===== src/rtl/addrunit_queue.sv =====
// addrunit_queue: address-generation unit with a DEPTH-entry in-order queue.
// Computes vj + imm at enqueue, buffers ops, presents the head combinationally,
// sends loads to the load buffer under valid/ready and reports every op's
// address to the ROB. Stores pop unconditionally; the ROB can flush the queue.
// Optional feature macro: MISALIGN_CHECK_EN (adds addrunit_rob_misalign_out;
// misaligned loads bypass the load buffer and pop like stores).
module addrunit_queue #(
  parameter int ADDR_WIDTH = 32,
  parameter int ROB_WIDTH  = 4,
  parameter int OP_WIDTH   = 6,
  parameter int DEPTH      = 4
) (
  input  logic                  clk_in,
  input  logic                  rst_n_in,
  input  logic                  rdy_in,
  input  logic                  rs_addrunit_valid_in,
  output logic                  rs_addrunit_ready_out,
  input  logic [OP_WIDTH-1:0]   rs_addrunit_opcode_in,
  input  logic [ADDR_WIDTH-1:0] rs_addrunit_vj_in,
  input  logic [ADDR_WIDTH-1:0] rs_addrunit_a_in,
  input  logic [ROB_WIDTH-1:0]  rs_addrunit_dest_in,
  output logic                  addrunit_lbuffer_en_out,
  input  logic                  lbuffer_addrunit_ready_in,
  output logic [ADDR_WIDTH-1:0] addrunit_lbuffer_a_out,
  output logic [ROB_WIDTH-1:0]  addrunit_lbuffer_dest_out,
  output logic [OP_WIDTH-1:0]   addrunit_lbuffer_opcode_out,
  output logic                  addrunit_rob_en_out,
  output logic [ROB_WIDTH-1:0]  addrunit_rob_h_out,
  output logic [ADDR_WIDTH-1:0] addrunit_rob_address_out,
  input  logic                  rob_addrunit_rst_in
`ifdef MISALIGN_CHECK_EN
  ,
  output logic                  addrunit_rob_misalign_out
`endif
);

  localparam int PTR_W = (DEPTH > 1) ? $clog2(DEPTH) : 1;
  localparam int CNT_W = PTR_W + 1;

  // Opcode encoding shared with the reservation station
  localparam logic [OP_WIDTH-1:0] OP_NOP = OP_WIDTH'(0);
  localparam logic [OP_WIDTH-1:0] OP_LB  = OP_WIDTH'(1);
  localparam logic [OP_WIDTH-1:0] OP_LH  = OP_WIDTH'(2);
  localparam logic [OP_WIDTH-1:0] OP_LW  = OP_WIDTH'(3);
  localparam logic [OP_WIDTH-1:0] OP_LBU = OP_WIDTH'(4);
  localparam logic [OP_WIDTH-1:0] OP_LHU = OP_WIDTH'(5);
  localparam logic [OP_WIDTH-1:0] OP_SB  = OP_WIDTH'(6);
  localparam logic [OP_WIDTH-1:0] OP_SH  = OP_WIDTH'(7);
  localparam logic [OP_WIDTH-1:0] OP_SW  = OP_WIDTH'(8);

  logic [OP_WIDTH-1:0]   r_op   [DEPTH];
  logic [ROB_WIDTH-1:0]  r_dest [DEPTH];
  logic [ADDR_WIDTH-1:0] r_addr [DEPTH];
  logic [PTR_W-1:0]      r_head;
  logic [PTR_W-1:0]      r_tail;
  logic [CNT_W-1:0]      r_count;

  logic                  w_head_vld;
  logic [OP_WIDTH-1:0]   w_head_op;
  logic                  w_head_is_load;
  logic                  w_head_misalign;
  logic                  w_head_to_lb;
  logic                  w_pop;
  logic                  w_push;
  logic                  w_flush;
  logic                  w_ready;

`ifdef MISALIGN_CHECK_EN
  function automatic logic misaligned(input logic [OP_WIDTH-1:0] op,
                                      input logic [ADDR_WIDTH-1:0] addr);
    logic half;
    logic word;
    half = (op == OP_LH) || (op == OP_LHU) || (op == OP_SH);
    word = (op == OP_LW) || (op == OP_SW);
    return (half && addr[0]) || (word && (addr[1:0] != 2'b00));
  endfunction
`endif

  assign w_head_vld     = (r_count != '0);
  assign w_head_op      = r_op[r_head];
  assign w_head_is_load = (w_head_op >= OP_LB) && (w_head_op <= OP_LHU);
`ifdef MISALIGN_CHECK_EN
  assign w_head_misalign = w_head_vld && misaligned(w_head_op, r_addr[r_head]);
`else
  assign w_head_misalign = 1'b0;
`endif
  assign w_head_to_lb = w_head_vld && w_head_is_load && !w_head_misalign;

  // A load waits for the load buffer; everything else leaves as soon as enabled
  assign w_pop   = rdy_in && w_head_vld && (!w_head_to_lb || lbuffer_addrunit_ready_in);
  assign w_flush = rdy_in && rob_addrunit_rst_in;
  assign w_ready = rst_n_in && ((r_count < CNT_W'(DEPTH)) || w_pop);
  assign w_push  = rdy_in && rs_addrunit_valid_in && w_ready &&
                   (rs_addrunit_opcode_in != OP_NOP) && !w_flush;

  assign rs_addrunit_ready_out       = w_ready;
  assign addrunit_lbuffer_en_out     = w_head_to_lb;
  assign addrunit_lbuffer_a_out      = w_head_vld ? r_addr[r_head] : '0;
  assign addrunit_lbuffer_dest_out   = w_head_vld ? r_dest[r_head] : '0;
  assign addrunit_lbuffer_opcode_out = w_head_vld ? w_head_op : '0;
  assign addrunit_rob_en_out         = w_head_vld;
  assign addrunit_rob_h_out          = w_head_vld ? r_dest[r_head] : '0;
  assign addrunit_rob_address_out    = w_head_vld ? r_addr[r_head] : '0;
`ifdef MISALIGN_CHECK_EN
  assign addrunit_rob_misalign_out   = w_head_misalign;
`endif

  // Entry storage: payload only, validity is tracked by the pointers
  always_ff @(posedge clk_in) begin
    if (w_push) begin
      r_op[r_tail]   <= rs_addrunit_opcode_in;
      r_dest[r_tail] <= rs_addrunit_dest_in;
      r_addr[r_tail] <= rs_addrunit_vj_in + rs_addrunit_a_in;
    end
  end

  // Queue pointers and occupancy; flush wins over any same-cycle push/pop
  always_ff @(posedge clk_in or negedge rst_n_in) begin
    if (!rst_n_in) begin
      r_head  <= '0;
      r_tail  <= '0;
      r_count <= '0;
    end else if (w_flush) begin
      r_head  <= '0;
      r_tail  <= '0;
      r_count <= '0;
    end else begin
      if (w_push) r_tail <= r_tail + PTR_W'(1);
      if (w_pop)  r_head <= r_head + PTR_W'(1);
      if (w_push && !w_pop)      r_count <= r_count + CNT_W'(1);
      else if (w_pop && !w_push) r_count <= r_count - CNT_W'(1);
    end
  end

endmodule


===== config.mk =====
export PLATFORM = sky130hd
export DESIGN_NAME = addrunit_queue
export DESIGN_NICKNAME = d
export VERILOG_FILES = /design/src/rtl/addrunit_queue.sv
export SDC_FILE = /design/constraint.sdc
export NUM_CORES = 1
export LEC_CHECK = 0
export ABC_CLOCK_PERIOD_IN_PS = 4750
export CORE_MARGIN = 2
export CORE_UTILIZATION = 30
export DETAILED_ROUTE_END_ITERATION = 6
export GPL_TIMING_DRIVEN = 0
export PLACE_DENSITY = 0.48
export SETUP_SLACK_MARGIN = 0.4
export SLEW_MARGIN = 20
export SYNTH_ARGS = -nofsm -noshare
export SYNTH_HDL_FRONTEND = slang
export SYNTH_SLANG_ARGS = --single-unit

===== constraint.sdc =====
create_clock -name clk_in -period 4.75 [get_ports clk_in]
set_input_delay 1.425 -clock clk_in [delete_from_list [all_inputs] [get_ports clk_in]]
set_output_delay 1.425 -clock clk_in [all_outputs]
set_load 0.05 [all_outputs]

==> flow_summary_export.csv <==
group,metric,value,unit
cells_and_area,fin_cells,1133,
route,antenna_left,0,
setup_path,cp.required,4.93,ns
cells_and_area,layout-drive-gt1-share,18.9,%
route,dr.first_iter.drc_count,224,
cells_and_area,final_core_util,40.6,%
route,wl_per_cell,16.7,um
timing,setup_tns,0,ns
cells_and_area,antenna_cells,0,
yosys,synth_top_area_share,58.7,%
cells_and_area,syn2layout_area_growth,32.3,%
setup_path,critPathMaxFanout,4,
timing,slew_violations,0,
timing,worst_pin_slew,0.700,ns
yosys,seq_area_frac_synth,60.7,%
yosys,syn_area_per_cell,15.3,um2
timing,final.period_utilization,88.8,%
floorplan,die_w,173,um
yosys,synth_area,8590,um2
yosys,synth_edf_count,168,
min_path,hp-class,"register to register",
yosys,ys_types,55,
timing,fin_skew,0.00811,ns
cells_and_area,nets,859,
timing,hold_viol_final,0,
pwr,p_leak,4.20,nW
route,dr.pass1.iters,4,
pwr,ir_drop,0.000323,V
global_route,grt_remaining_overflow,0,
run,cap_violations,0,
global_route,grt_pass1_wl,29.5,mm
place,dp.cells,1100,
cts,path_clk_slew,0.06,ns
cts,cts_root_buf,"clkbuf_16",
status,status,"complete, no violations",
cells_and_area,final_common_cell,"edfxtp_1",
yosys,synth_top_flop_cell,"edfxtp_1",
global_route,antenna_found_initial,0,
route,drt-total-wl,18.9,mm
setup_path,worstPathArrival,4.39,ns
floorplan,num_rows,61,
yosys,yosysTopAreaCell,"edfxtp_1",
global_route,grt_max_degree,43,
setup_path,crit_type,"input pin to register",
floorplan,core_area,28000,um2
timing,setup_slack,0.531,ns
cts,numCtsBuffers,17,
cts,cts_tree,"built",
yosys,syn_nets,679,
cts,cts_hold_buf,0,
yosys,ys_top_cells_by_area,"edfxtp_1 59%, mux4_2 11%, ha_1 5.1%, and2_1 3.6%, buf_4 3.1%",
floorplan,initial_core_util,30.7,%
yosys,synthCells,562,
floorplan,die_area,30000,um2
place,io_buffers,160,
global_route,track_usage,12.8,%
setup_path,critPathLaunchType,"input pin",
yosys,async_flop_share,4.00,%
place,hpwl,13.3,mm
timing,clock.fmax,0.237,GHz
timing,relSlewSlack,53.4,%
cells_and_area,mostFrequentLayoutCells,"168 x edfxtp_1, 101 x clkdlybuf4s50_1, 53 x dlygate4sd2_1, 46 x and2_1, 42 x mux4_2",
pwr,powerDensity,651,nW/um2
setup_path,critPathCaptureType,"register",
cts,clk_latency,0.42,ns
floorplan,pin_count,161,
yosys,yosysWarnings,0,
route,drc,0,
place,place.gp.congestion,0.703,
yosys,ys_ff_latch,175,
cts,clock_path_buffers,2,
cts,clock-sinks,175,
floorplan,die_h,173,um
timing,finalCriticalPeriod,4.22,ns
timing,rsz0062_at_grt,"false",
cts,cts.htree.levels,4,
timing,setup_violations,0,
route,num_vias,5149,
global_route,grt_pass1_vias,5466,
place,place_ws,-0.108,ns
route,vias_per_cell,4.54,
[worst max-delay path, stage by stage]
cell and delay, ns:
clkdlybuf4s50_1 0.44, ha_1 0.31, a211oi_1 0.24, nor2_1 0.13, o41ai_2 0.56, o211ai_1 0.35, a31oi_1 0.35, o31ai_1 0.12
a21oi_1 0.20, xnor2_1 0.25
[registers in the layout (all words and copies together) (netlist names)]
register	count
r_count	3
r_tail	2
r_op	24
r_head	2
r_addr	128
r_dest	16
[stage by stage]
| stage | power, mW | cell area (um2) | hold slack (ns) |
|---|---|---|---|
| floorplan | 4.82 | 8590 | 0.480 |
| global placement | 6.10 | 10700 | 0.500 |
| detailed placement | 6.14 | 10700 | 0.537 |
| CTS | 7.50 | 11300 | 0.552 |
| global route | 7.73 | 11400 | 0.557 |
| finish | 7.40 | 11400 | 0.539 |
[logic make-up (layout without fill, tap and decap cells)]
| family | Yosys count | count (layout) | share of synthesized area, % |
|---|---|---|---|
| flops | 175 | 175 | 60.7 |
| simple gates | 126 | 126 | 8.10 |
| fa+ha+maj | 37 | 37 | 5.56 |
| xor+xnor | 31 | 31 | 3.16 |
| mux | 45 | 45 | 11.4 |
| compound gates | 83 | 83 | 6.51 |
| buf+inv | 65 | 258 | 4.53 |
[report_power, final]
part,total (mW),switching [mW],internal [mW],leakage [nW]
clock network,1.56,0.557,1.01,0.325
logic,4.01,2.59,1.42,2.27
registers,1.83,0.0229,1.80,1.60
total,7.40,3.17,4.23,4.20
[routing by layer]
metal	share of wire (%)	vias up	track usage [%]
met5	0	-	0
met1	42	2527	15.2
met3	4.4	18	2.59
met2	53	130	23.2
met4	1.4	0	4.03
li1	-	2474	-
[area by class of cell]
class                      instances  area [um2]
tap                              378         473
multi-input combinational        322        3020
buffer                            52         375
clock buffer                      20         447
sequential                       175        5220
fill                            2632       16600
inverter                          13        48.8
timing repair buffer             161        1550
clock inverter                    12         231
[worst paths after layout]
check                                          from             to  slack [ns]  cells past startpoint
worst max-delay path            rs_addrunit_a_in[1]  r_addr[3][27]        0.53                     10
min in group asynchronous                  rst_n_in     r_count[2]        1.30                      1
max in group asynchronous                  rst_n_in      r_head[1]        3.17                      1
worst max register to register            r_head[0]     r_count[2]        1.48                     13
worst min register to register           r_count[1]     r_count[1]        0.54                      1
worst min-delay path                     r_count[1]     r_count[1]        0.54                      1
[synth_stat cells (3+ instances only)]
library cell and count:
edfxtp_1 168, and2_1 50, mux4_2 42, buf_4 36
ha_1 35, a21oi_1 24, nor2_1 22, nand2_1 20
xnor2_1 18, a21o_1 15, inv_1 13, xor2_1 13
clkbuf_1 9, nand3_1 8, o21ai_1 8, dfrtp_1 7
buf_1 4, nand2b_1 4, o21bai_1 4, a31oi_1 3
and3_1 3, nor3_1 3, o211ai_1 3, o21a_1 3
o21ai_0 3, o31ai_1 3
[timing repair]
action	in CTS	in global routing
endpoints found under the hold margin	0	0
resized for setup	77	16
setup endpoints to repair	80	45
setup buffers	0	1
pin swaps	0	2
Power figures use the tool's default switching activity.
